<file path="src/rtl/dmem_arbiter.sv">
// dmem_arbiter: two-port arbiter and 3-stage sequencer for the data memory.
// Grants one of CPU/DMA per cycle, issues registered strobes, returns load data.
module dmem_arbiter #(
  parameter int DEPTH        = 32,
  parameter int CPU_PRIORITY = 0,
  parameter int MAX_WAIT     = 4
) (
  input  logic        clk,
  input  logic        rst_n,
  input  logic        cpu_req,
  input  logic        cpu_we,
  input  logic [31:0] cpu_addr,
  input  logic [31:0] cpu_wdata,
  input  logic        dma_req,
  input  logic        dma_we,
  input  logic [31:0] dma_addr,
  input  logic [31:0] dma_wdata,
  output logic        cpu_gnt,
  output logic        dma_gnt,
  output logic        cpu_rvalid,
  output logic [31:0] cpu_rdata,
  output logic        cpu_err,
  output logic        dma_rvalid,
  output logic [31:0] dma_rdata,
  output logic        dma_err,
  output logic        mem_write,
  output logic        mem_read,
  output logic [31:0] mem_addr,
  output logic [31:0] mem_wdata,
  input  logic [31:0] mem_rdata
);

  typedef enum logic {
    OWN_CPU = 1'b0,
    OWN_DMA = 1'b1
  } owner_e;

  typedef struct packed {
    logic   valid;
    owner_e owner;
    logic   we;
    logic   oor;
  } iss_t;

  localparam int          WW    = (MAX_WAIT < 1) ? 1
                                : $clog2(MAX_WAIT + 1);
  localparam logic [31:0] LIMIT = 32'(4 * DEPTH);
  localparam logic [WW-1:0] WMAX = WW'(MAX_WAIT);

  owner_e          last;
  logic [WW-1:0]   wait_cnt;
  iss_t            iss;

  logic            req_c;
  logic            req_d;
  logic            starve;
  logic            cpu_win;
  logic            dma_win;
  logic            acc;
  logic            sel_we;
  logic [31:0]     sel_addr;
  logic [31:0]     sel_wdata;
  logic            sel_inr;
  logic            rsp;
  logic            rsp_c;
  logic            rsp_d;
  logic [31:0]     rsp_data;

  // Requests are ignored while reset is held.
  assign req_c  = cpu_req & rst_n;
  assign req_d  = dma_req & rst_n;
  assign starve = (CPU_PRIORITY != 0)
                & (wait_cnt == WMAX);

  always_comb begin
    cpu_win = 1'b0;
    dma_win = 1'b0;
    unique case (1'b1)
      req_c && req_d: begin
        if (CPU_PRIORITY != 0)
          dma_win = starve;
        else
          dma_win = (last == OWN_CPU);
        cpu_win = !dma_win;
      end
      req_c && !req_d: cpu_win = 1'b1;
      !req_c && req_d: dma_win = 1'b1;
      default: begin
        cpu_win = 1'b0;
        dma_win = 1'b0;
      end
    endcase
  end

  assign cpu_gnt = cpu_win;
  assign dma_gnt = dma_win;
  assign acc     = cpu_win | dma_win;

  always_comb begin
    sel_we    = 1'b0;
    sel_addr  = '0;
    sel_wdata = '0;
    unique case (1'b1)
      cpu_win: begin
        sel_we    = cpu_we;
        sel_addr  = cpu_addr;
        sel_wdata = cpu_wdata;
      end
      dma_win: begin
        sel_we    = dma_we;
        sel_addr  = dma_addr;
        sel_wdata = dma_wdata;
      end
      default: begin
        sel_we    = 1'b0;
        sel_addr  = '0;
        sel_wdata = '0;
      end
    endcase
  end

  assign sel_inr = (sel_addr < LIMIT);

  always_ff @(posedge clk or negedge rst_n) begin
    if (!rst_n) begin
      last <= OWN_DMA;
    end else if (acc) begin
      last <= dma_win ? OWN_DMA : OWN_CPU;
    end
  end

  always_ff @(posedge clk or negedge rst_n) begin
    if (!rst_n) begin
      wait_cnt <= '0;
    end else if (dma_req && !dma_win) begin
      if (wait_cnt != WMAX)
        wait_cnt <= wait_cnt + WW'(1);
    end else begin
      wait_cnt <= '0;
    end
  end

  // ISSUE stage: out-of-range accesses travel without touching memory.
  always_ff @(posedge clk or negedge rst_n) begin
    if (!rst_n) begin
      iss       <= '0;
      mem_write <= 1'b0;
      mem_read  <= 1'b0;
      mem_addr  <= '0;
      mem_wdata <= '0;
    end else begin
      iss.valid <= acc;
      iss.owner <= dma_win ? OWN_DMA : OWN_CPU;
      iss.we    <= acc & sel_we;
      iss.oor   <= acc & !sel_inr;
      mem_write <= acc & sel_inr & sel_we;
      mem_read  <= acc & sel_inr & !sel_we;
      if (acc && sel_inr)
        mem_addr <= {sel_addr[31:2], 2'b00};
      else
        mem_addr <= '0;
      if (acc && sel_inr && sel_we)
        mem_wdata <= sel_wdata;
      else
        mem_wdata <= '0;
    end
  end

  // RESPOND stage: loads and any out-of-range access answer.
  assign rsp      = iss.valid & (!iss.we | iss.oor);
  assign rsp_c    = rsp & (iss.owner == OWN_CPU);
  assign rsp_d    = rsp & (iss.owner == OWN_DMA);
  assign rsp_data = iss.oor ? 32'h0 : mem_rdata;

  always_ff @(posedge clk or negedge rst_n) begin
    if (!rst_n) begin
      cpu_rvalid <= 1'b0;
      cpu_rdata  <= '0;
      cpu_err    <= 1'b0;
    end else begin
      cpu_rvalid <= rsp_c;
      cpu_err    <= rsp_c & iss.oor;
      cpu_rdata  <= rsp_c ? rsp_data : 32'h0;
    end
  end

  always_ff @(posedge clk or negedge rst_n) begin
    if (!rst_n) begin
      dma_rvalid <= 1'b0;
      dma_rdata  <= '0;
      dma_err    <= 1'b0;
    end else begin
      dma_rvalid <= rsp_d;
      dma_err    <= rsp_d & iss.oor;
      dma_rdata  <= rsp_d ? rsp_data : 32'h0;
    end
  end

endmodule
</file>
<file path="config.mk">
export PLATFORM = sky130hd
export DESIGN_NAME = dmem_arbiter
export DESIGN_NICKNAME = d
export VERILOG_FILES = /design/src/rtl/dmem_arbiter.sv
export SDC_FILE = /design/constraint.sdc
export NUM_CORES = 1
export LEC_CHECK = 0
export CAP_MARGIN = 20
export CORE_AREA = 2 2 116 118
export DETAILED_ROUTE_END_ITERATION = 6
export DIE_AREA = 0 0 118 120
export HOLD_SLACK_MARGIN = 0.1
export PLACE_DENSITY_LB_ADDON = 0.25
export SYNTH_ARGS = -nofsm -noshare
export SYNTH_HDL_FRONTEND = slang
export SYNTH_SLANG_ARGS = --single-unit
</file>
<file path="constraint.sdc">
create_clock -name clk -period 2.7 [get_ports clk]
set_clock_uncertainty 0.1 [all_clocks]
set_input_delay 0.54 -clock clk [delete_from_list [all_inputs] [get_ports clk]]
set_output_delay 0.54 -clock clk [all_outputs]
set_load 0.02 [all_outputs]
</file>
==> results of run 1 <==
metrics by stage:
step	worst slack (ps)	area, µm²
after floorplan	742	5190
after global placement	27.5	8320
after detailed placement	-30.7	8320
after CTS	37.5	8910
after global routing	17.4	8910
final	70.0	8910
logic make-up (layout without fill, tap and decap cells):
| family | after synthesis | after routing | synth area share |
|---|---|---|---|
| other | 1 | 27 | 0.000736 |
| flip-flops | 137 | 137 | 0.673 |
| buffers and inverters | 36 | 344 | 0.0366 |
| AO/OA/AOI/OAI | 50 | 50 | 0.0816 |
| AND/OR/NAND/NOR | 176 | 176 | 0.208 |
worst register-to-register path: cells and delay by family (launching register included):
kind                   cells  cell delay (ps)
buffers and inverters      2              460
DFF                        1              560
AOI/OAI and AO/OA          2              370
and+or+nand+nor            2              460
area by class of cell:
class,count,area [µm²]
Inverter,6,22.5
Timing Repair Buffer,306,3080
Clock inverter,12,140
Sequential cell,137,3430
Clock buffer,20,447
Tap cell,176,220
Fill cell,968,4070
Multi-Input combinational cell,253,1580
registers in the layout, summed over array words and instances (netlist names):
name	count
cpu_rdata	32
dma_rdata	32
mem_wdata	32
mem_addr	30
iss	4
cpu_err	1
cpu_rvalid	1
dma_err	1
dma_rvalid	1
last	1
mem_read	1
mem_write	1
timing repair:
action / 4_1_cts / 5_1_grt
resized for setup: 0 / 1
endpoints found under the setup margin: 0 / 1
hold endpoints to repair: 0 / 0
worst max path at each step:
stage / start / endpoint / slack [ps] / cells past startpoint
final: dma_req / dma_gnt / 70 / 4
after global routing: dma_req / dma_gnt / 20 / 4
after CTS: last / cpu_gnt / 40 / 3
after detailed placement: dma_req / mem_addr[2] / -30 / 7
after global placement: dma_req / mem_addr[3] / 30 / 7
after floorplan: dma_req / dma_gnt / 740 / 4
power breakdown:
part           switching, mW  leakage (nW)  total, mW  internal (mW)
Sequential            0.0208          1.83       2.14           2.12
Clock                  0.872         0.278       2.27           1.40
Combinational          0.387          1.65      0.777          0.390
Total                   1.28          3.76       5.18           3.90
metal layers:
metal,GRT usage,vias to the layer above
li1,-,2011
met1,0.228,2120
met2,0.417,217
met3,0.0642,18
met4,0.0776,0
met5,0,-
synth_stat cells, types with 2 or more instances:
| library cell | number | share of area |
|---|---|---|
| nor4_1 | 12 | 0.015 |
| a22o_1 | 6 | 0.010 |
| and4b_1 | 5 | 0.0098 |
| and4_1 | 2 | 0.0034 |
| clkbuf_1 | 10 | 0.0074 |
| buf_6 | 3 | 0.0066 |
| nand2_1 | 34 | 0.025 |
| inv_1 | 5 | 0.0037 |
| nor4_2 | 32 | 0.079 |
| or2_2 | 2 | 0.0025 |
| nor2_1 | 74 | 0.055 |
| nand4_1 | 2 | 0.0025 |
| and3_1 | 2 | 0.0025 |
| dfrtp_1 | 136 | 0.67 |
| nor3_1 | 3 | 0.0029 |
| buf_2 | 14 | 0.014 |
| a22oi_1 | 32 | 0.047 |
| buf_4 | 3 | 0.0044 |
| nand3_1 | 2 | 0.0020 |
==> summary.md, run 1 <==
| Metric | Value |
|---|---|
| Area growth from synthesis to final layout | 75.0% |
| Crit path arrival time | roughly 2000 ps |
| Critical path's top delay family | buffers and inverters |
| Startpoint type of the worst setup path | input port |
| Synth Cell Area | just over 0.005 mm² |
| WL met1 | ~5.3 mm |
| CTS tree | done |
| Synth warnings | 0 |
| Number of diodes | 0 |
| Vias in the first global route | approximately 4,600 |
| R2R Setup Slk | about 660 ps |
| Top Layer Used | met4 |
| DRC viols | 0 |
| Slowest CP cell | clkdlybuf4s50_1 |
| Synth Register Bits | ~140 |
| Via/cell ratio | approximately 4.8 |
| Met2 wire length | 8.53 mm |
| Port bufs | about 300 |
| Total Power | 5.18 mW |
| Most frequent cells in the layout | clkdlybuf4s50_1, dfrtp_1, nor2_1 |
| Syn Inst Count | 400 |
| Max-slew violations | 0 |
| RSZ-0062 raised after global routing | false |
| Antenna-violating nets left | 0 |
| Peak fanout along the critical path | 3 |
| Pre-antenna DRT Iters | 4 |
| WP buf/inv | 2 |
| Initial DRC Count | 290 |
| Final Hold Fails | 0 |
| Finished Layout Cells | 910 |
| Slowest stage delay, CP | between 600 and 700 ps |
| R2r endpoint | mem_wdata[2] |
| Setup Fix Bufs, Post-CTS | 0 |
| Worst R2R Start | last |
| Max Root-Sink Buffers | 2 |
| Worst-case reg-to-reg path depth | 6 |
| Period utilisation layout | 0.974 |
| Die area | around 0.014 mm² |
| Core area | about 0.013 mm² |
| Largest net degree at the start of global routing | 140 |
| Power Density | between 500 and 600 mW/mm² |
| Fraction of registers with async set/reset | 1.00 |
| Final setup viols | 0 |
| GPL Wtd Cong | approximately 0.76 |
| TNS Setup | 0 ps |
| Die height | 120 µm |
| Root buffer cell | clkbuf_16 |
| Main synth FF type | dfrtp_1 |
| Share of layout cells above drive strength 1 | 0.114 |
| Leak | approximately 3.8 nW |
| Clk_lat worst skew | about 400 ps |
| Gr ovfl total | 0 |
| # IOs | around 300 |
| # rows | between 40 and 50 |
| Placed cells | around 880 |
| Crit path time final | between 2000 and 3000 ps |
| Clock slew at reported path FFs | ~60 ps |
| CP cell instances | clkdlybuf4s50_1 -> a21boi_2 -> and2_4 -> clkdlybuf4s50_1 |
| Final Hold Slack | between 200 and 250 ps |
| Leading cell type in the layout, fill and taps excluded | clkdlybuf4s50_1 |
| Avg Inst Size Synth | 12.7 µm² |
| Tightest Pin Transition | 993 ps |
| Global-route wire length before repair | 23.7 mm |
| Sequential-to-total area share from yosys stat | 0.673 |
| Die W | 118 µm |
| CTS Buf Count | 17 |
| H-tree depth | 4 |
| Drt total wl | around 15 mm |
| CTS Hold Bufs | 0 |
| Met3 wire length | roughly 1.2 mm |
| Drt wl/cell | 16.8 µm |
| Slew headroom | 0.334 |
| Crit path top cell by count | clkdlybuf4s50_1 |
| Final HPWL DP | ~11 mm |
| Status | complete, no violations |
| Core Util, Final | 0.687 |
| Min-delay worst type | input port to async pin |
| VDD IR max | 0.354 mV |
| Max Cap Violations | 0 |
| Final Net Count | just under 900 |
| Initial core utilization | 0.392 |
| Clk sinks | 137 |
| CP Capture Type | output port |
| Initial antenna violation count | 0 |
| Routed vias | roughly 4,400 |
| F_max | 380 MHz |
| Distinct cells, synth | 40 |
| Crit Path Class | input port to output port |
| GRT Total Usage | 0.219 |
| Worst path required time | about 2100 ps |
| Post-synth EDFFs | 0 |
Note: power is estimated with default switching activity, not from simulation.
==> inputs of run 2 (changes only) <==
--- a/config.mk
+++ b/config.mk
@@ -5,10 +5,10 @@
 export SDC_FILE = /design/constraint.sdc
 export NUM_CORES = 1
 export LEC_CHECK = 0
+export ABC_AREA = 1
 export CAP_MARGIN = 20
-export CORE_AREA = 2 2 116 118
+export CORE_UTILIZATION = 40
 export DETAILED_ROUTE_END_ITERATION = 6
-export DIE_AREA = 0 0 118 120
 export HOLD_SLACK_MARGIN = 0.1
 export PLACE_DENSITY_LB_ADDON = 0.25
 export SYNTH_ARGS = -nofsm -noshare
==> summary.md, run 2 <==
| Metric | Value |
|---|---|
| Post-synth EDFFs | 0 (unchanged) |
| Main synth FF type | dfrtp_1 (unchanged) |
| Sequential-to-total area share from yosys stat | 0.646 (was 0.673) |
| Drt wl/cell | 14.1 µm (was 16.8 µm) |
| Multi-input gate area | 0.00148 mm² (was 0.00158 mm²) |
| Area growth from synthesis to final layout | 72.5% (was 75.0%) |
| Max Root-Sink Buffers | 2 (unchanged) |
| # IOs | 302 (unchanged) |
| Worst path required time | 2060 ps (about the same) |
| Crit path time final | 2620 ps (was 2630 ps) |
| Initial antenna violation count | 0 (unchanged) |
| Avg Inst Size Synth | 10.5 µm² (was 12.7 µm²) |
| GPL Wtd Cong | 0.733 (was 0.761) |
| Top cell type by total area after synthesis | dfrtp_1 (unchanged) |
| Top flop regs | cpu_rdata (32), dma_rdata (32), mem_wdata (32) (unchanged) |
| Clock slew at reported path FFs | 60 ps (about the same) |
| Slew headroom | 0.553 (was 0.334) |
| Share of layout cells above drive strength 1 | 0.106 (was 0.114) |
| Largest net degree at the start of global routing | 85 (was 140) |
| Global-route wire length before repair | 21.3 mm (was 23.7 mm) |
| Filler cells | 897 (was 968) |
| Area post-placement | 0.00852 mm² (was 0.00832 mm²) |
| Gr ovfl total | 0 (unchanged) |
| Vias in the first global route | 4,474 (was 4,594) |
| Initial DRC Count | 215 (was 290) |
| Leading cell type in the layout, fill and taps excluded | clkdlybuf4s50_1 (unchanged) |
| Finished Layout Cells | 1,015 (was 910) |
| Clk sinks | 137 (unchanged) |
| Most frequent cells after synthesis | dfrtp_1, inv_1, nor3_1, nand2_1, a22o_1 (was dfrtp_1, nor2_1, nand2_1, a22oi_1, nor4_2) |
| Final Net Count | 996 (was 887) |
| F_max | 381 MHz (was 380 MHz) |
| Max Cap Violations | 0 (unchanged) |
| Synth Cell Area | 0.00531 mm² (was 0.00509 mm²) |
| Setup WS post-layout | 76.5 ps (was 70.0 ps) |
| Distinct cells, synth | 25 (was 40) |
| Placed cells | 982 (was 878) |
| Leak | 4.19 nW (was 3.76 nW) |
| Final setup viols | 0 (unchanged) |
| Status | complete, no violations (unchanged) |
| Routed vias | 4,580 (was 4,366) |
| Crit path arrival time | 1980 ps (was 1990 ps) |
| Startpoint type of the worst setup path | input port (unchanged) |
| GRT Total Usage | 0.208 (was 0.219) |
| DRC viols | 0 (unchanged) |
| M2 GR Usage | 0.393 (was 0.417) |
| GR peak layer | met2 (unchanged) |
| Synth top area share | 0.642 (was 0.668) |
| Peak fanout along the critical path | 3 (unchanged) |
| Via/cell ratio | 4.51 (was 4.80) |
| TNS Setup | 0 ps (unchanged) |
| Grt met1 use | 0.220 (was 0.228) |
| CTS Hold Bufs | 0 (unchanged) |
| Crit Path Class | input port to output port (unchanged) |
| Most frequent cells in the layout | clkdlybuf4s50_1, dfrtp_1, inv_1 (was clkdlybuf4s50_1, dfrtp_1, nor2_1) |
| Initial core utilization | 0.415 (was 0.392) |
| Power Density | 547 mW/mm² (was 581 mW/mm²) |
| CP Capture Type | output port (unchanged) |
| Die W | 117 µm (was 118 µm) |
| Final non-filler cell area | 0.00915 mm² (was 0.00891 mm²) |
| Root buffer cell | clkbuf_16 (unchanged) |
| Met3 Usage GRT | 0.0551 (was 0.0642) |
| Antenna-violating nets left | 0 (unchanged) |
| CTS Buf Count | 17 (unchanged) |
| Tightest Pin Transition | 671 ps (was 993 ps) |
| Max-slew violations | 0 (unchanged) |
| Synth Register Bits | 137 (unchanged) |
| Reg area | 0.00343 mm² (about the same) |
| Core Util, Final | 0.717 (was 0.687) |
| VDD IR max | 0.423 mV (was 0.354 mV) |
| H-tree depth | 4 (unchanged) |
| Die height | 117 µm (was 120 µm) |
| Dominant cells by area after synthesis | dfrtp_1, a22o_1, nor3_1, inv_1, nand2_1 (was dfrtp_1, nor4_2, nor2_1, a22oi_1, nand2_1) |
| Final HPWL DP | 10.7 mm (was 11.3 mm) |
| Setup Fix Bufs, Post-CTS | 0 (unchanged) |
| Number of diodes | 0 (unchanged) |
| DP Worst Slack | 32.0 ps (was -30.7 ps) |
| Resize count post-CTS | 0 (unchanged) |
| Die area | 0.0137 mm² (was 0.0142 mm²) |
| Most numerous cell in the Yosys netlist | dfrtp_1 (unchanged) |
| Min-delay worst type | input port to async pin (unchanged) |
| Period utilisation layout | 0.972 (was 0.974) |
| RSZ-0062 raised after global routing | false (unchanged) |
| Core area | 0.0128 mm² (was 0.0130 mm²) |
| Synth warnings | 0 (unchanged) |
| Drt total wl | 14.3 mm (was 15.3 mm) |
| Port bufs | 295 (unchanged) |
| Syn Inst Count | 505 (was 400) |
| Final Hold Fails | 0 (unchanged) |
| Fraction of registers with async set/reset | 1.00 (unchanged) |
| Pre-antenna DRT Iters | 4 (unchanged) |
| CTS tree | done (unchanged) |
| Clk_lat worst skew | 400 ps (about the same) |
| # rows | 41 (was 42) |
-- run 2: routing by layer --
metal	vias to the layer above	part of all wire
met5	-	0
met4	0	0.024
met3	23	0.070
met2	221	0.54
met1	2103	0.36
li1	2233	-
-- run 2: cell type report --
| class | count | area share |
|---|---|---|
| well taps | 172 | 0.0235 |
| clock buffers | 18 | 0.0480 |
| inverters | 84 | 0.0344 |
| clock inverters | 14 | 0.0176 |
| flip-flops and latches | 137 | 0.375 |
| multi-input cells | 279 | 0.162 |
| repair buffers | 311 | 0.339 |
-- run 2: final timing paths --
check,startpoint,endpoint,slack [ps],cells after the start
hold / removal,rst_n,mem_addr[5],170,2
setup reg to reg,last,mem_wdata[30],600,12
hold reg to reg,iss[2],cpu_rvalid,350,1
max in group asynchronous,rst_n,iss[0],1220,4
setup / recovery,dma_req,dma_gnt,80,4
min in group clk,iss[2],cpu_rvalid,350,1
-- run 2: through the flow --
stage / hold slack [ps] / power (mW)
3_3_place_gp: 341 / 2.74
5_1_grt: 219 / 5.21
4_1_cts: 184 / 5.06
6_report: 165 / 5.01
3_5_place_dp: 340 / 2.75
2_1_floorplan: 144 / 2.37
-- run 2: cells by family after synthesis --
kind of cell,after synthesis,synth area share
and+or+nand+nor,212,0.193
DFF,137,0.646
buffers and inverters,115,0.0950
AOI/OAI and AO/OA,40,0.0649
other,1,0.000707
-- run 2: critical path, stage by stage --
cell	delay (ps)
clkdlybuf4s50_1	520
nand2_1	150
nor2_4	160
clkdlybuf4s50_1	620
-- run 2: where the power goes --
part / total (mW) / switching (mW) / internal, mW
combinational: 0.622 / 0.286 / 0.336
sequential: 2.10 / 0.0110 / 2.09
clock: 2.29 / 0.883 / 1.41
==> inputs of run 3 (changes only) <==
--- a/config.mk
+++ b/config.mk
@@ -5,10 +5,10 @@
 export SDC_FILE = /design/constraint.sdc
 export NUM_CORES = 1
 export LEC_CHECK = 0
-export ABC_AREA = 1
 export CAP_MARGIN = 20
-export CORE_UTILIZATION = 40
+export CORE_AREA = 2 2 116 118
 export DETAILED_ROUTE_END_ITERATION = 6
+export DIE_AREA = 0 0 118 120
 export HOLD_SLACK_MARGIN = 0.1
 export PLACE_DENSITY_LB_ADDON = 0.25
 export SYNTH_ARGS = -nofsm -noshare
==> results of run 3 <==
No change in the layout: final DEF, timing and power equal those of run 1.
